[config.mk]
export PLATFORM = sky130hd
export DESIGN_NAME = multiplier_repetitive_addition
export DESIGN_NICKNAME = d
export VERILOG_FILES = /design/src/rtl/multiplier_repetitive_addition.sv
export SDC_FILE = /design/constraint.sdc
export NUM_CORES = 1
export LEC_CHECK = 0
export CAP_MARGIN = 20
export CORE_AREA = 2 2 69 71
export DETAILED_ROUTE_END_ITERATION = 8
export DIE_AREA = 0 0 71 73
export DONT_BUFFER_PORTS = 1
export PLACE_DENSITY = 0.82
export SYNTH_ARGS = -nofsm -noshare
export SYNTH_HDL_FRONTEND = slang
export SYNTH_SLANG_ARGS = --single-unit
[constraint.sdc]
create_clock -name clk -period 3.79 [get_ports clk]
set_input_delay 0.758 -clock clk [delete_from_list [all_inputs] [get_ports clk]]
set_output_delay 0.758 -clock clk [all_outputs]
set_load 0.05 [all_outputs]
[src/rtl/multiplier_repetitive_addition.sv]
// multiplier_repetitive_addition: sequential unsigned multiply by repeated addition, start/busy/done handshake.
// Define OPERAND_SWAP_EN to iterate over the smaller operand.
module multiplier_repetitive_addition #(
  parameter int WIDTH = 8
) (
  input  logic               clk,
  input  logic               rst_n,
  input  logic               start,
  input  logic [WIDTH-1:0]   multiplicand,
  input  logic [WIDTH-1:0]   multiplier,
  output logic               ready,
  output logic               busy,
  output logic               done,
  output logic [2*WIDTH-1:0] product
);
  localparam logic [1:0] S_IDLE = 2'd0;
  localparam logic [1:0] S_RUN  = 2'd1;
  localparam logic [1:0] S_DONE = 2'd2;
  logic [1:0]         state_q, state_d;
  logic [WIDTH-1:0]   a_q, a_d, cnt_q, cnt_d, a_ld, cnt_ld;
  logic [2*WIDTH-1:0] acc_q, acc_d, product_q, product_d;
`ifdef OPERAND_SWAP_EN
  logic swap;
  // ties keep the multiplier as the count
  assign swap   = multiplicand < multiplier;
  assign cnt_ld = swap ? multiplicand : multiplier;
  assign a_ld   = swap ? multiplier : multiplicand;
`else
  assign cnt_ld = multiplier;
  assign a_ld   = multiplicand;
`endif
  always_comb begin
    state_d   = state_q;
    a_d       = a_q;
    cnt_d     = cnt_q;
    acc_d     = acc_q;
    product_d = product_q;
    if (state_q == S_IDLE) begin
      if (start) begin
        a_d     = a_ld;
        cnt_d   = cnt_ld;
        acc_d   = '0;
        state_d = S_RUN;
      end
    end else if (state_q == S_RUN) begin
      if (cnt_q != '0) begin
        acc_d = acc_q + {{WIDTH{1'b0}}, a_q};
        cnt_d = cnt_q - WIDTH'(1);
      end else begin
        product_d = acc_q;
        state_d   = S_DONE;
      end
    end else begin
      state_d = S_IDLE;
    end
  end
  always_ff @(posedge clk or negedge rst_n) begin
    if (!rst_n) begin
      state_q   <= S_IDLE;
      a_q       <= '0;
      cnt_q     <= '0;
      acc_q     <= '0;
      product_q <= '0;
    end else begin
      state_q   <= state_d;
      a_q       <= a_d;
      cnt_q     <= cnt_d;
      acc_q     <= acc_d;
      product_q <= product_d;
    end
  end
  assign ready   = state_q == S_IDLE;
  assign busy    = state_q != S_IDLE;
  assign done    = state_q == S_DONE;
  assign product = product_q;
endmodule

==> impl_results.md, run 1 <==
- CP delay by family, top: compound AO/OA/AOI/OAI gates
- Rel. slew slack: 0.342
- Required @ worst endpoint: slightly below 4000 ps
- Initial Util: 0.565
- Hold Crit Class: in2async
- Postcts setup bufs: 0
- Drt wl/cell: 15.9 um
- Die ar.: between 0.005 and 0.006 mm2
- Initial antenna violation count: 0
- Total number of vias: 1,839
- Top layer in use: met4
- Worst path cell trace: nor3_2 > a311o_1 > o21ai_0 > a221o_1
- Most frequent cells in the layout: 50 x dfrtp_1, 38 x nand2_1, 23 x o21ai_0
- Port Buffers: 0
- Total core area: 0.00454 mm2
- Root buffer cell: clkbuf_8
- Critical path capture point type: flop
- Most common flop cell mapped by yosys: dfrtp_1
- Antenna cells: 0
- RSZ-0062 raised after global routing: no
- Fmax: 0.429 GHz
- Met2 wire len: approximately 2300 um
- # IOs: 38
- Post_cts resized: 0
- Leak Pwr: 0.00127 uW
- Pwr/cell area: 920 mW/mm2
- Top post-synthesis cells by area: dfrtp_1 49%, nand2_1 5.6%, ha_1 4.9%, o21ai_0 4.5%, mux2_2 4.0%
- Area of the multi-input gates: approximately 0.0012 mm2
- Fin. max-slew vios: 0
- Hpwl dp: 3340 um
- Cts-stage hold buffer count: 0
- DRT Pass-1 Iters: 4
- Die width: 71 um
- Detail Route Antenna Nets: 0
- Metal3 WL: around 200 um
- DR iter-0 viols: 99
- Power after layout: between 2000 and 2500 uW
- Met1 WL: 2270 um
- Row Count: 25
- Drt total wl: 4810 um
- CP Buf/Inv Count: 0
- Share of cells above drive strength 1: 0.124
- Number of enable flip-flop cells after synthesis: 0
- Yosys top cell area share: 0.488
- Tmin final: ~2300 ps
- Yosys warning count: 0
- First-pass GRT wire length: approximately 8000 um
- Vias in the first global route: 1,820
- Total congestion overflow: 0
- Area Growth Syn to Fin: 4.78%
- Slowest cell on crit path: a311o_1
- Cell accounting for the most synthesized area: dfrtp_1
- Worst-path fanout max: 24
- Worst vdd ir: 0.555 mV
- Clk buf depth: 2
- Arr. time, crit path: 2520 ps
- Final setup margin: 1460 ps
- Drt via density: 6.07
- Fin nets: around 280
- Post-Syn Instances: between 200 and 250
- Htree depth: 2
- Largest net degree at the start of global routing: 51
- Num CTS Buffers: 5
- Clock sink count: 50
- Reg area: 0.00125 mm2
- Commonest non-fill, non-tap cell in the layout: dfrtp_1
- Setup CP Type: reg2reg
- Setup_tns: 0 ps
- Gpl congestion: 0.870
- Fillers: 381
- Crit start category: flop
- Final Hold Viols: 0
- CP peak stage delay: about 820 ps
- Hold slack: 134 ps
- Chip height: 73 um
- Pre-CTS setup slack: approximately 1500 ps
- Post-route clock skew: approximately 11 ps
- Final setup fails: 0
- Synthesized area per cell: 10.4 um2
- Seq/Total Area, Yosys: 0.488
- Synth cell types: between 50 and 60
- Worst R2R Setup Slack: 1460 ps
- Detailed-route DRC error count: 0
- Clock Latency Late Sink: about 300 ps
- FF+latch count, synth: 50
- GRT Total Usage: 0.201
- Max-cap violations: 0
- Synth Cell Area: 0.00256 mm2
- CTS tree: yes
- Slew of the pin with the lowest slew margin: 985 ps
- Async set-reset flop share out of synthesis: 1.00
- Clk slew on worst S/H paths: around 90 ps
- Fin crit share: 0.615
- Status: complete, no violations
- Syn Nets: ~280
[per-stage QoR]
step                      instances  instance area, um2  utilization
after global placement          295                2590        0.572
after floorplan                 247                2560            -
after global routing            303                2690        0.592
final                           303                2690        0.592
after CTS                       303                2690        0.592
after detailed placement        295                2590        0.572
[logic make-up (layout without fill, tap and decap cells)]
group / count (synthesis) / after routing / synth area share
adder cells (fa/ha/maj): 11 / 11 / 0.0566
XOR/XNOR: 3 / 3 / 0.0103
multiplexers: 15 / 15 / 0.0727
AND/OR/NAND/NOR: 80 / 80 / 0.155
buffers and inverters: 20 / 22 / 0.0376
flip-flops: 50 / 50 / 0.488
AO/OA/AOI/OAI: 68 / 68 / 0.180
[cells in the mapped netlist (all sizes together), types with 6 or more instances]
cell type and n:
a21oi 12, dfrtp 50, ha 10, inv 12
mux2 14, nand2 38, nand3 6, nor2 8
nor3 6, o21ai 23, or3 6
[routing by layer]
metal	track usage	vias to the layer above
met5	0	-
met4	0.0818	0
met3	0.0456	6
met2	0.344	42
met1	0.249	904
li1	-	887
[path summary, 6_finish.rpt]
kind,cells past startpoint,endpoint,start
setup / recovery,4,cnt_q[2],cnt_q[2]
max in group asynchronous,0,cnt_q[6],rst_n
hold / removal,0,acc_q[15],rst_n
setup reg to reg,4,cnt_q[2],cnt_q[2]
min in group clk,2,a_q[0],a_q[0]
hold reg to reg,2,a_q[0],a_q[0]
[registers in the layout (all words and copies together) (netlist names)]
register and cells:
acc_q 16, cnt_q 8, product 16, state_q 2, a_q 8
[layout make-up]
type / instances / share of cell area
Sequential cell: 50 / 0.466
Multi-Input combinational cell: 177 / 0.453
Clock buffer: 7 / 0.0321
Tap cell: 54 / 0.0252
Inverter: 12 / 0.0168
Timing Repair Buffer: 2 / 0.00559
Clock inverter: 1 / 0.00186
[power breakdown]
group,switching (uW),internal [uW],total [uW]
Combinational,585,472,1060
Sequential,362,740,1100
Clock,165,147,313
Total,1110,1360,2470
Power figures use the tool's default switching activity.
==> run 2, diff against run 1 <==
- clock period: 3.79 -> 2.25 ns (I/O delays scaled with it)
==> impl_results.md, run 2 (synthesized netlist as in run 1, its figures left out) <==
- Status: complete, no violations
- Fillers: 362
- Clk buf depth: 2
- Detailed-route DRC error count: 0
- Hold worst-path end: a_q[4]
- Crit start category: flop
- RSZ-0062 raised after global routing: no
- Area Growth Syn to Fin: 9.27%
- Arr. time, crit path: 2320 ps
- Critical path capture point type: flop
- Total core area: 0.00454 mm2
- Fin nets: 286
- CP peak stage delay: 410 ps
- Rel. slew slack: 0.675
- Setup_tns: 0 ps
- Fin crit share: 0.930
- Hold Crit Class: in2reg
- Num CTS Buffers: 5
- Clock sink count: 50
- Clk slew on worst S/H paths: around 90 ps
- Drt total wl: just over 5000 um
- Post-route clock skew: 4.59 ps
- Detail Route Antenna Nets: 0
- Largest net degree at the start of global routing: 51
- CTS tree: yes
- Reg2reg end: acc_q[11]
- # IOs: 38
- GRT Total Usage: 0.212
- Final Hold Viols: 0
- Initial antenna violation count: 0
- R2r worst-path depth: 7
- Area of the multi-input gates: around 0.0012 mm2
- Pwr/cell area: 1550 mW/mm2
- Required @ worst endpoint: 2480 ps
- Port Buffers: 0
- Most frequent cells in the layout: 50 x dfrtp_1, 38 x nand2_1, 23 x o21ai_0
- Die width: 71 um
- Die ar.: 0.00518 mm2
- Chip height: 73 um
- Drt via density: 5.93
- Clock Latency Late Sink: approximately 300 ps
- Hpwl dp: 3500 um
- RR Startpoint: cnt_q[0]
- Reg area: 0.00125 mm2
- Fin. max-slew vios: 0
- Row Count: 25
- Total congestion overflow: 0
- Total number of vias: 1,843
- DR iter-0 viols: 120
- Gpl congestion: 0.839
- Slowest cell on crit path: dfrtp_1
- Share of cells above drive strength 1: 0.156
- DRT Pass-1 Iters: 4
- Final setup fails: 0
- Drt wl/cell: 16.2 um
- HP Start: multiplicand[4]
- Worst R2R Setup Slack: ~160 ps
- Vias in the first global route: ~1,900
- Slew of the pin with the lowest slew margin: 487 ps
- Fmax: 0.478 GHz
- Root buffer cell: clkbuf_8
- Max-cap violations: 0
- Initial Util: 0.565
- Tmin final: 2090 ps
- Leak Pwr: 0.00131 uW
- Setup CP Type: reg2reg
- Htree depth: 2
- Antenna cells: 0
- Worst path cell trace: inv_1 > ha_1 > and2b_1 > a311oi_2 > a32oi_4 > or3_1 > a21oi_1
- First-pass GRT wire length: roughly 8600 um
- Worst-path fanout max: 8
- Power after layout: 4340 uW
- Commonest non-fill, non-tap cell in the layout: dfrtp_1
- Worst vdd ir: around 0.86 mV
- Hold depth: 2
[run 2: worst max path at each step]
stage | cells after the start | end | slack, ps | startpoint
floorplan | 6 | cnt_q[3] | 130 | state_q[0]
global placement | 8 | acc_q[8] | 210 | a_q[0]
detailed placement | 8 | acc_q[8] | 140 | acc_q[0]
CTS | 8 | acc_q[8] | 120 | acc_q[0]
global route | 6 | acc_q[11] | 20 | acc_q[5]
finish | 7 | acc_q[11] | 160 | cnt_q[0]
[run 2: worst max-delay path, delay by kind of cell (launching register included)]
kind	cells	cell delay, ps
adder cells (fa/ha/maj)	1	200
flip-flops	1	410
buffers and inverters	1	80
AO/OA/AOI/OAI	3	710
AND/OR/NAND/NOR	2	620
[run 2: repair_timing]
item,CTS,global route
setup buffers,0,0
endpoints found under the setup margin,0,6
hold buffers,2,0
hold endpoints to repair,50,0
gates resized for setup,0,3
[run 2: per-layer routing]
layer | routed length, um | track usage | up-vias
met5 | 0 | 0 | -
met4 | 85 | 0.0692 | 0
met3 | 218 | 0.0483 | 10
met2 | 2510 | 0.373 | 44
met1 | 2220 | 0.260 | 882
li1 | - | - | 907
[run 2: power breakdown]
group	internal, uW	total, uW	switching (uW)
clock	247	534	287
sequential	1250	1860	612
combinational	874	1950	1070
[run 2: area by class of cell]
cell class	instances	share of cell area
flip-flops and latches	50	0.447
multi-input cells	177	0.444
repair buffers	10	0.0348
clock buffers	6	0.0295
well taps	54	0.0241
inverters	12	0.0161
clock inverters	2	0.00447
[run 2: stage by stage]
stage                     setup slack [ps]  hold WS, ps  instance area [um2]   util  instances
after detailed placement               140          155                 2640  0.582        301
after floorplan                        127          154                 2560      -        247
after global placement                 205          155                 2640  0.582        301
after CTS                              116          241                 2770  0.611        311
final                                  158          247                 2800  0.618        311
after global routing                  23.1          255                 2800  0.618        311
